File: src/rtl/pe_cfg_loader_pkg.sv
// Shared types, field positions and helpers for the PE configuration loader.
package pe_cfg_pkg;

    localparam int CFG_W     = 33;
    localparam int DATA_W    = 36;
    localparam int BUFCFG_HI = 24;
    localparam int BUFCFG_LO = 22;
    localparam int VALID_BIT = 32;

    typedef enum logic [1:0] {
        IDLE = 2'd0,
        HDR  = 2'd1,
        DAT  = 2'd2,
        FIN  = 2'd3
    } state_t;

    function automatic logic [1:0] popcount3(input logic [2:0] v);
        return {1'b0, v[0]} + {1'b0, v[1]} + {1'b0, v[2]};
    endfunction

endpackage

File: src/rtl/pe_cfg_loader_if.sv
// Config-word stream handshake between the host/config memory and the loader.
interface pe_cfg_loader_if;
    logic [31:0] in_data;
    logic        in_valid;
    logic        in_ready;

    modport master (output in_data, output in_valid, input  in_ready);
    modport slave  (input  in_data, input  in_valid, output in_ready);
endinterface

File: src/rtl/pe_cfg_loader_demux.sv
// Registered steering of one config word to the selected PE slice; all other
// slices (valid bit included) are driven to zero every cycle.
module pe_cfg_demux
    import pe_cfg_pkg::*;
#(
    parameter int NUM_PE   = 3,
    parameter int PE_IDX_W = 4
) (
    input  logic                      clk,
    input  logic                      reset,
    input  logic                      fire,
    input  logic [PE_IDX_W-1:0]       idx,
    input  logic [31:0]               word,
    output logic [NUM_PE*CFG_W-1:0]   cfg_out
);

    always_ff @(posedge clk) begin
        if (reset) begin
            cfg_out <= '0;
        end else begin
            for (int i = 0; i < NUM_PE; i++) begin
                if (fire && (idx == PE_IDX_W'(i)))
                    cfg_out[i*CFG_W +: CFG_W] <= {1'b1, word};
                else
                    cfg_out[i*CFG_W +: CFG_W] <= '0;
            end
        end
    end

endmodule

File: src/rtl/pe_cfg_loader.sv
// Sequences header + buffer-init words into each PE of a row, PE 0 first.
// Optional word counter output enabled by PE_CFG_LOADER_WORD_CNT_EN.
//
// state | meaning
// IDLE  | waiting for start
// HDR   | expecting the header word for PE pe_idx
// DAT   | expecting buffer-init words for PE pe_idx (remaining > 0)
// FIN   | one-cycle done pulse, then back to IDLE
module pe_cfg_loader
    import pe_cfg_pkg::*;
#(
    parameter int NUM_PE   = 3,
    parameter int PE_IDX_W = 4
) (
    input  logic                      clk,
    input  logic                      reset,
    input  logic                      start,
    input  logic                      abort,
    pe_cfg_loader_if.slave            in_bus,
    output logic [NUM_PE*CFG_W-1:0]   cfg_out,
    output logic                      busy,
    output logic                      done,
    output logic                      err
`ifdef PE_CFG_LOADER_WORD_CNT_EN
   ,output logic [15:0]               word_cnt
`endif
);

    localparam logic [PE_IDX_W-1:0] LAST_IDX = PE_IDX_W'(NUM_PE - 1);

    state_t                state, state_nxt;
    logic [PE_IDX_W-1:0]   pe_idx, pe_idx_nxt;
    logic [1:0]            remaining, remaining_nxt;
    logic                  err_nxt;
    logic                  fire;
    logic                  start_ok;

    assign in_bus.in_ready = (state == HDR) || (state == DAT);
    assign fire            = in_bus.in_valid && in_bus.in_ready;
    assign start_ok        = (state == IDLE) && start;
    assign busy            = (state == HDR) || (state == DAT);
    // An abort landing in FIN suppresses the pulse: aborted passes never report done.
    assign done            = (state == FIN) && !abort;

    always_ff @(posedge clk) begin
        if (reset) begin
            state     <= IDLE;
            pe_idx    <= '0;
            remaining <= '0;
            err       <= 1'b0;
        end else begin
            state     <= state_nxt;
            pe_idx    <= pe_idx_nxt;
            remaining <= remaining_nxt;
            err       <= err_nxt;
        end
    end

    always_comb begin
        state_nxt     = state;
        pe_idx_nxt    = pe_idx;
        remaining_nxt = remaining;
        err_nxt       = err;
        unique case (state)
            IDLE: begin
                if (start) begin
                    state_nxt  = HDR;
                    pe_idx_nxt = '0;
                    err_nxt    = 1'b0;
                end
            end
            HDR: begin
                if (fire) begin
                    remaining_nxt = popcount3(in_bus.in_data[BUFCFG_HI:BUFCFG_LO]);
                    if (remaining_nxt != 2'd0)
                        state_nxt = DAT;
                    else if (pe_idx == LAST_IDX)
                        state_nxt = FIN;
                    else
                        pe_idx_nxt = pe_idx + 1'b1;
                end
            end
            DAT: begin
                if (fire) begin
                    remaining_nxt = remaining - 2'd1;
                    if (remaining == 2'd1) begin
                        if (pe_idx == LAST_IDX) begin
                            state_nxt = FIN;
                        end else begin
                            state_nxt  = HDR;
                            pe_idx_nxt = pe_idx + 1'b1;
                        end
                    end
                end
            end
            FIN: state_nxt = IDLE;
            default: state_nxt = IDLE;
        endcase
        // Abort wins the state change; a word transferring this cycle still goes out.
        if (abort && (state != IDLE)) begin
            state_nxt = IDLE;
            err_nxt   = 1'b1;
        end
    end

    pe_cfg_demux #(
        .NUM_PE   (NUM_PE),
        .PE_IDX_W (PE_IDX_W)
    ) u_demux (
        .clk     (clk),
        .reset   (reset),
        .fire    (fire),
        .idx     (pe_idx),
        .word    (in_bus.in_data),
        .cfg_out (cfg_out)
    );

`ifdef PE_CFG_LOADER_WORD_CNT_EN
    always_ff @(posedge clk) begin
        if (reset)
            word_cnt <= '0;
        else if (start_ok)
            word_cnt <= '0;
        else if (fire && (word_cnt != 16'hFFFF))
            word_cnt <= word_cnt + 16'd1;
    end
`endif

endmodule

File: src/flat_wrapper.sv
// flat-port wrapper written by rule: the top's interface ports become plain ports
module pe_cfg_loader_flat import pe_cfg_pkg::*;
#(
    parameter int NUM_PE   = 3,
    parameter int PE_IDX_W = 4
)
  (clk, reset, start, abort, cfg_out, busy, done, err, in_bus_in_data, in_bus_in_valid, in_bus_in_ready);
  pe_cfg_loader_if in_bus_i ();
  input  logic clk;
  input  logic reset;
  input  logic start;
  input  logic abort;
  output logic [NUM_PE*CFG_W-1:0] cfg_out;
  output logic busy;
  output logic done;
  output logic err;
  input wire logic [$bits(in_bus_i.in_data)-1:0] in_bus_in_data;
  input wire logic [$bits(in_bus_i.in_valid)-1:0] in_bus_in_valid;
  output wire logic [$bits(in_bus_i.in_ready)-1:0] in_bus_in_ready;
  assign in_bus_i.in_data = in_bus_in_data;
  assign in_bus_i.in_valid = in_bus_in_valid;
  assign in_bus_in_ready = in_bus_i.in_ready;
  pe_cfg_loader #(.NUM_PE(NUM_PE), .PE_IDX_W(PE_IDX_W)) u_core (.clk(clk), .reset(reset), .start(start), .abort(abort), .in_bus(in_bus_i), .cfg_out(cfg_out), .busy(busy), .done(done), .err(err));
endmodule
File: config.mk
export PLATFORM = sky130hd
export DESIGN_NAME = pe_cfg_loader_flat
export DESIGN_NICKNAME = d
export VERILOG_FILES = /design/src/rtl/pe_cfg_loader_pkg.sv /design/src/rtl/pe_cfg_loader_if.sv /design/src/rtl/pe_cfg_loader_demux.sv /design/src/rtl/pe_cfg_loader.sv /design/src/flat_wrapper.sv
export SDC_FILE = /design/constraint.sdc
export NUM_CORES = 1
export LEC_CHECK = 0
export BUFFER_PORTS_ARGS = -buffer_cell sky130_fd_sc_hd__buf_2
export CAP_MARGIN = 25
export CORE_MARGIN = 3
export CORE_UTILIZATION = 42
export DETAILED_ROUTE_END_ITERATION = 6
export PLACE_DENSITY = 0.84
export SETUP_SLACK_MARGIN = 0.02
export SKIP_CTS_REPAIR_TIMING = 1
export SYNTH_ARGS = -nofsm -noshare
export SYNTH_HDL_FRONTEND = slang
export SYNTH_SLANG_ARGS = --single-unit
File: constraint.sdc
create_clock -name clk -period 1.9 [get_ports clk]
set_clock_uncertainty 0.05 [all_clocks]
set_input_delay 0.095 -clock clk [delete_from_list [all_inputs] [get_ports clk]]
set_output_delay 0.095 -clock clk [all_outputs]
set_load 0.05 [all_outputs]
==> flow_results.org <==
** Timing
- Dividing the final minimum period by the clock period gives a little over nine tenths.
- The number of hold violations in the final report is 1.
- Slew Viols, Final :: 0
- Final setup violating endpoints :: 0
- Max-slew headroom :: approximately two thirds
- Slew at the pin closest to its max-slew limit :: roughly 470 ps
- The tightest hold path in the finished design has a slack of -3.382 ps.
- Based on the critical path, the design can be clocked at up to about 0.53 GHz.
- Setup repair after global routing could not meet its margin everywhere.
- Shortest clock period the worst path allows after layout :: between 1500 and 2000 ps
- Total negative setup slack :: 0 ps

** Routing
- Using the TritonRoute via totals, the vias-per-cell ratio works out to about 4.8.
- Routed vias :: about 2,800
- Once detail routing completed, the nets flagged for antenna violations numbered 0.
- Router iterations before antenna repair :: 4
- Dividing the detail-routed wire length by the instance count gives about 15 um.
- Number of design-rule violations left by the first detailed-router iteration :: about 80
- In the routed design, unresolved DRC markers number 0.
- Routed WL :: roughly 9000 um

** Cells and area
- The final layout contains approximately 530 nets.
- The layout has 611 filler cells.
- Share of final-layout standard cells stronger than drive strength 1 :: between 40% and 50%
- Core utilization of the finished layout :: between 60% and 70%
- The number of antenna diodes in the final layout is 0.
- Relative area change from synthesis to final layout :: 44.84%
- The finished layout holds ~580 standard cells, fillers aside.
- With fillers left out, the area of the finished cells amounts to between 4000 and 5000 um2.

** Status
- The flow ran to the end, but the final reports show violations.
- Violated checks :: hold timing

** Clocking
- Num Clock Sinks :: approximately 110
- The longest clock path from root to sink contains 2 buffers.
- The H-tree was split into 3 levels.
- Clk_lat worst skew :: about 370 ps
- Clock-pin slew reported for the worst setup and hold paths after clock tree synthesis :: ~110 ps
- Root buffer cell :: sky130_fd_sc_hd__clkbuf_8
- TritonCTS created 9 clock buffers.
- Clock tree from TritonCTS :: yes

** Yosys
- Averaged over all synthesized cells, the footprint is around 12 um2.
- The mapped netlist covers approximately 3400 um2.
- Fraction of the yosys area taken by sequential cells :: between 60% and 70%
- After synthesis, the share of flip-flops with an asynchronous set or reset is 0%.
- After technology mapping, the gate count stands at a little under 300.
- The netlist uses 40 different library cells.
- Number of nets in the synthesized netlist :: about 350
- After synthesis the netlist holds a flip-flop and latch count of 108.
- EDFF count, synth :: 0
- Synth Warn # :: 0
- Primary FF master, synth :: sky130_fd_sc_hd__dfxtp_1

** Power and ir drop
- For this design the static power due to leakage is 0.002640 uW.
- In this run the power density over the cells is 1103 nW/um2.
- Worst-case vdd ir drop :: between 0.7 and 0.8 mV

** Global routing
- After global routing the overflow that remains totals 0.
- GRT Overall Usage :: approximately 18%
- Global-route wire length before repair :: between 10,000 and 15,000 um
- Via count of the first global-routing pass :: 2,539
- Entering global routing, the biggest net connects 42 pins.
- Initial antenna violation count :: 0

** Setup path
- Crit Reg-Reg Endpoint :: u_core.state[0]
- The worst setup path is launched from a flop.
- The setup check on the worst reg-to-reg path leaves a slack of between 20 and 30 ps.
- Data arrival time at the worst-slack endpoint :: 2090 ps
- In this run the worst path has a maximum fanout of 4.
- In this run the critical register-to-register path is launched from u_core.state[1].
- Data required time at the worst endpoint :: ~2100 ps
- By startpoint and endpoint, the worst setup path is classified as reg -> reg.
- Worst r2r path cells :: 6
- STA classifies the critical path endpoint as a flop.

** Placement
- Post-placement cell area :: 4320 um2
- I/O Buffers :: about 140
- DPL Wire Length :: a little over 6000 um
- Once placement completed, the tool counted placed cells totaling roughly 530.
- At the end of routability-driven placement, the weighted congestion stood at roughly 0.85.

** Floorplan
- Effective utilization at floorplan :: 43.64%
- Area of the core :: between 7000 and 8000 um2
- Num rows :: 32
- In this run the horizontal extent of the chip is around 96 um.
- Chip height :: 96.07 um
- Die area :: between 9000 and 10,000 um2
- I/O pin count :: 140

** Run
- Number of violations of the max-capacitance limit :: 0

** Worst hold path
- Startpoint of the tightest hold check path :: start
- Endpoint with the worst hold slack :: u_core.err
- The worst hold path was traced through 4 stages.
- In this run the worst hold path is classified as in -> reg.
## cells in the final DEF, fill, tap and decap left out, types with 3 or more instances in the layout
| cell | count |
|---|---|
| sky130_fd_sc_hd__nand2_1 | 5 |
| sky130_fd_sc_hd__dfxtp_1 | 106 |
| sky130_fd_sc_hd__nand3_1 | 3 |
| sky130_fd_sc_hd__ha_1 | 8 |
| sky130_fd_sc_hd__and2_1 | 34 |
| sky130_fd_sc_hd__buf_12 | 3 |
| sky130_fd_sc_hd__dlygate4sd3_1 | 33 |
| sky130_fd_sc_hd__and3_1 | 64 |
| sky130_fd_sc_hd__clkbuf_8 | 10 |
| sky130_fd_sc_hd__nor2b_1 | 5 |
| sky130_fd_sc_hd__a21oi_1 | 3 |
| sky130_fd_sc_hd__buf_4 | 14 |
| sky130_fd_sc_hd__inv_1 | 6 |
| sky130_fd_sc_hd__buf_2 | 139 |
| sky130_fd_sc_hd__inv_8 | 3 |
## cell families (layout without fill, tap and decap cells)
kind of cell	Yosys count	in the layout	synth area share (%)
and+or+nand+nor	128	128	23.65
adders and majority gates	12	12	4.627
muxes	1	1	0.3305
DFF	108	108	63.46
buffers and inverters	27	213	3.158
AOI/OAI and AO/OA	20	20	4.774
## cells in the mapped netlist (2+ instances only)
| cell type | n | share of area [%] |
|---|---|---|
| sky130_fd_sc_hd__dfxtp_1 | 108 | 63 |
| sky130_fd_sc_hd__and3_1 | 64 | 12 |
| sky130_fd_sc_hd__and2_1 | 34 | 6.2 |
| sky130_fd_sc_hd__clkbuf_1 | 16 | 1.8 |
| sky130_fd_sc_hd__ha_1 | 11 | 4.0 |
| sky130_fd_sc_hd__inv_1 | 8 | 0.88 |
| sky130_fd_sc_hd__nor2b_1 | 6 | 1.1 |
| sky130_fd_sc_hd__nand2_1 | 5 | 0.55 |
| sky130_fd_sc_hd__a21oi_1 | 3 | 0.44 |
| sky130_fd_sc_hd__nand3_1 | 3 | 0.44 |
| sky130_fd_sc_hd__nor2_1 | 3 | 0.33 |
| sky130_fd_sc_hd__a211o_1 | 2 | 0.51 |
| sky130_fd_sc_hd__a211oi_1 | 2 | 0.44 |
| sky130_fd_sc_hd__buf_2 | 2 | 0.29 |
| sky130_fd_sc_hd__nand2b_1 | 2 | 0.37 |
| sky130_fd_sc_hd__o21ai_0 | 2 | 0.29 |
| sky130_fd_sc_hd__o31ai_1 | 2 | 0.44 |
## per-stage QoR
stage	worst slack, ps	hold slack, ps	power (uW)
after CTS	-74.76	-127.4	5311
final	29.55	-3.382	5444
after global placement	-19.92	263.6	3795
after global routing	-19.66	7.473	5689
after floorplan	-94.21	166.7	3449
after detailed placement	-60.35	270.9	3849
## final cells by class
cell class / count / area, um2 / area share [%]
flip-flops and latches: 108 / 2170 / 43.97
multi-input cells: 161 / 1197 / 24.26
repair buffers: 189 / 1191 / 24.14
clock buffers: 10 / 137.6 / 2.789
well taps: 102 / 127.6 / 2.586
clock inverters: 6 / 78.83 / 1.597
inverters: 8 / 32.53 / 0.6592
## state kept, by name (all words and copies together), names as in the netlist
register                cells
u_core.u_demux.cfg_out     99
u_core.pe_idx               4
u_core.remaining            2
u_core.state                2
u_core.err                  1
## worst max path at each step
stage                          from               to  slack [ps]  cells past startpoint
CTS                 u_core.state[0]  u_core.state[0]         -70                      6
floorplan           u_core.state[1]  u_core.state[0]         -90                      7
global route        u_core.state[1]  u_core.state[0]         -20                      6
detailed placement  u_core.state[0]  u_core.state[0]         -60                      6
finish              u_core.state[1]  u_core.state[0]          30                      6
global placement    u_core.state[0]  u_core.state[0]         -20                      6
## where the power goes
part / internal, uW / leakage (uW) / switching (uW)
clock: 676 / 0.000113 / 800
sequential: 2380 / 0.000873 / 62.5
combinational: 555 / 0.00165 / 966
## layer usage
layer / part of all wire, % / GRT usage, % / up-vias
li1: - / - / 1365
met1: 39 / 19.84 / 1326
met2: 52 / 31.22 / 105
met3: 5.9 / 4.535 / 21
met4: 2.7 / 7.464 / 0
met5: 0 / 0 / -
## worst max-delay path, stage by stage (launching register included)
cell,delay (ps)
sky130_fd_sc_hd__dfxtp_4,380
sky130_fd_sc_hd__inv_2,70
sky130_fd_sc_hd__ha_2,200
sky130_fd_sc_hd__o21ba_4,210
sky130_fd_sc_hd__or4_4,530
sky130_fd_sc_hd__o31ai_2,230
sky130_fd_sc_hd__a21oi_1,90
Note: power is estimated with default switching activity, not from simulation.
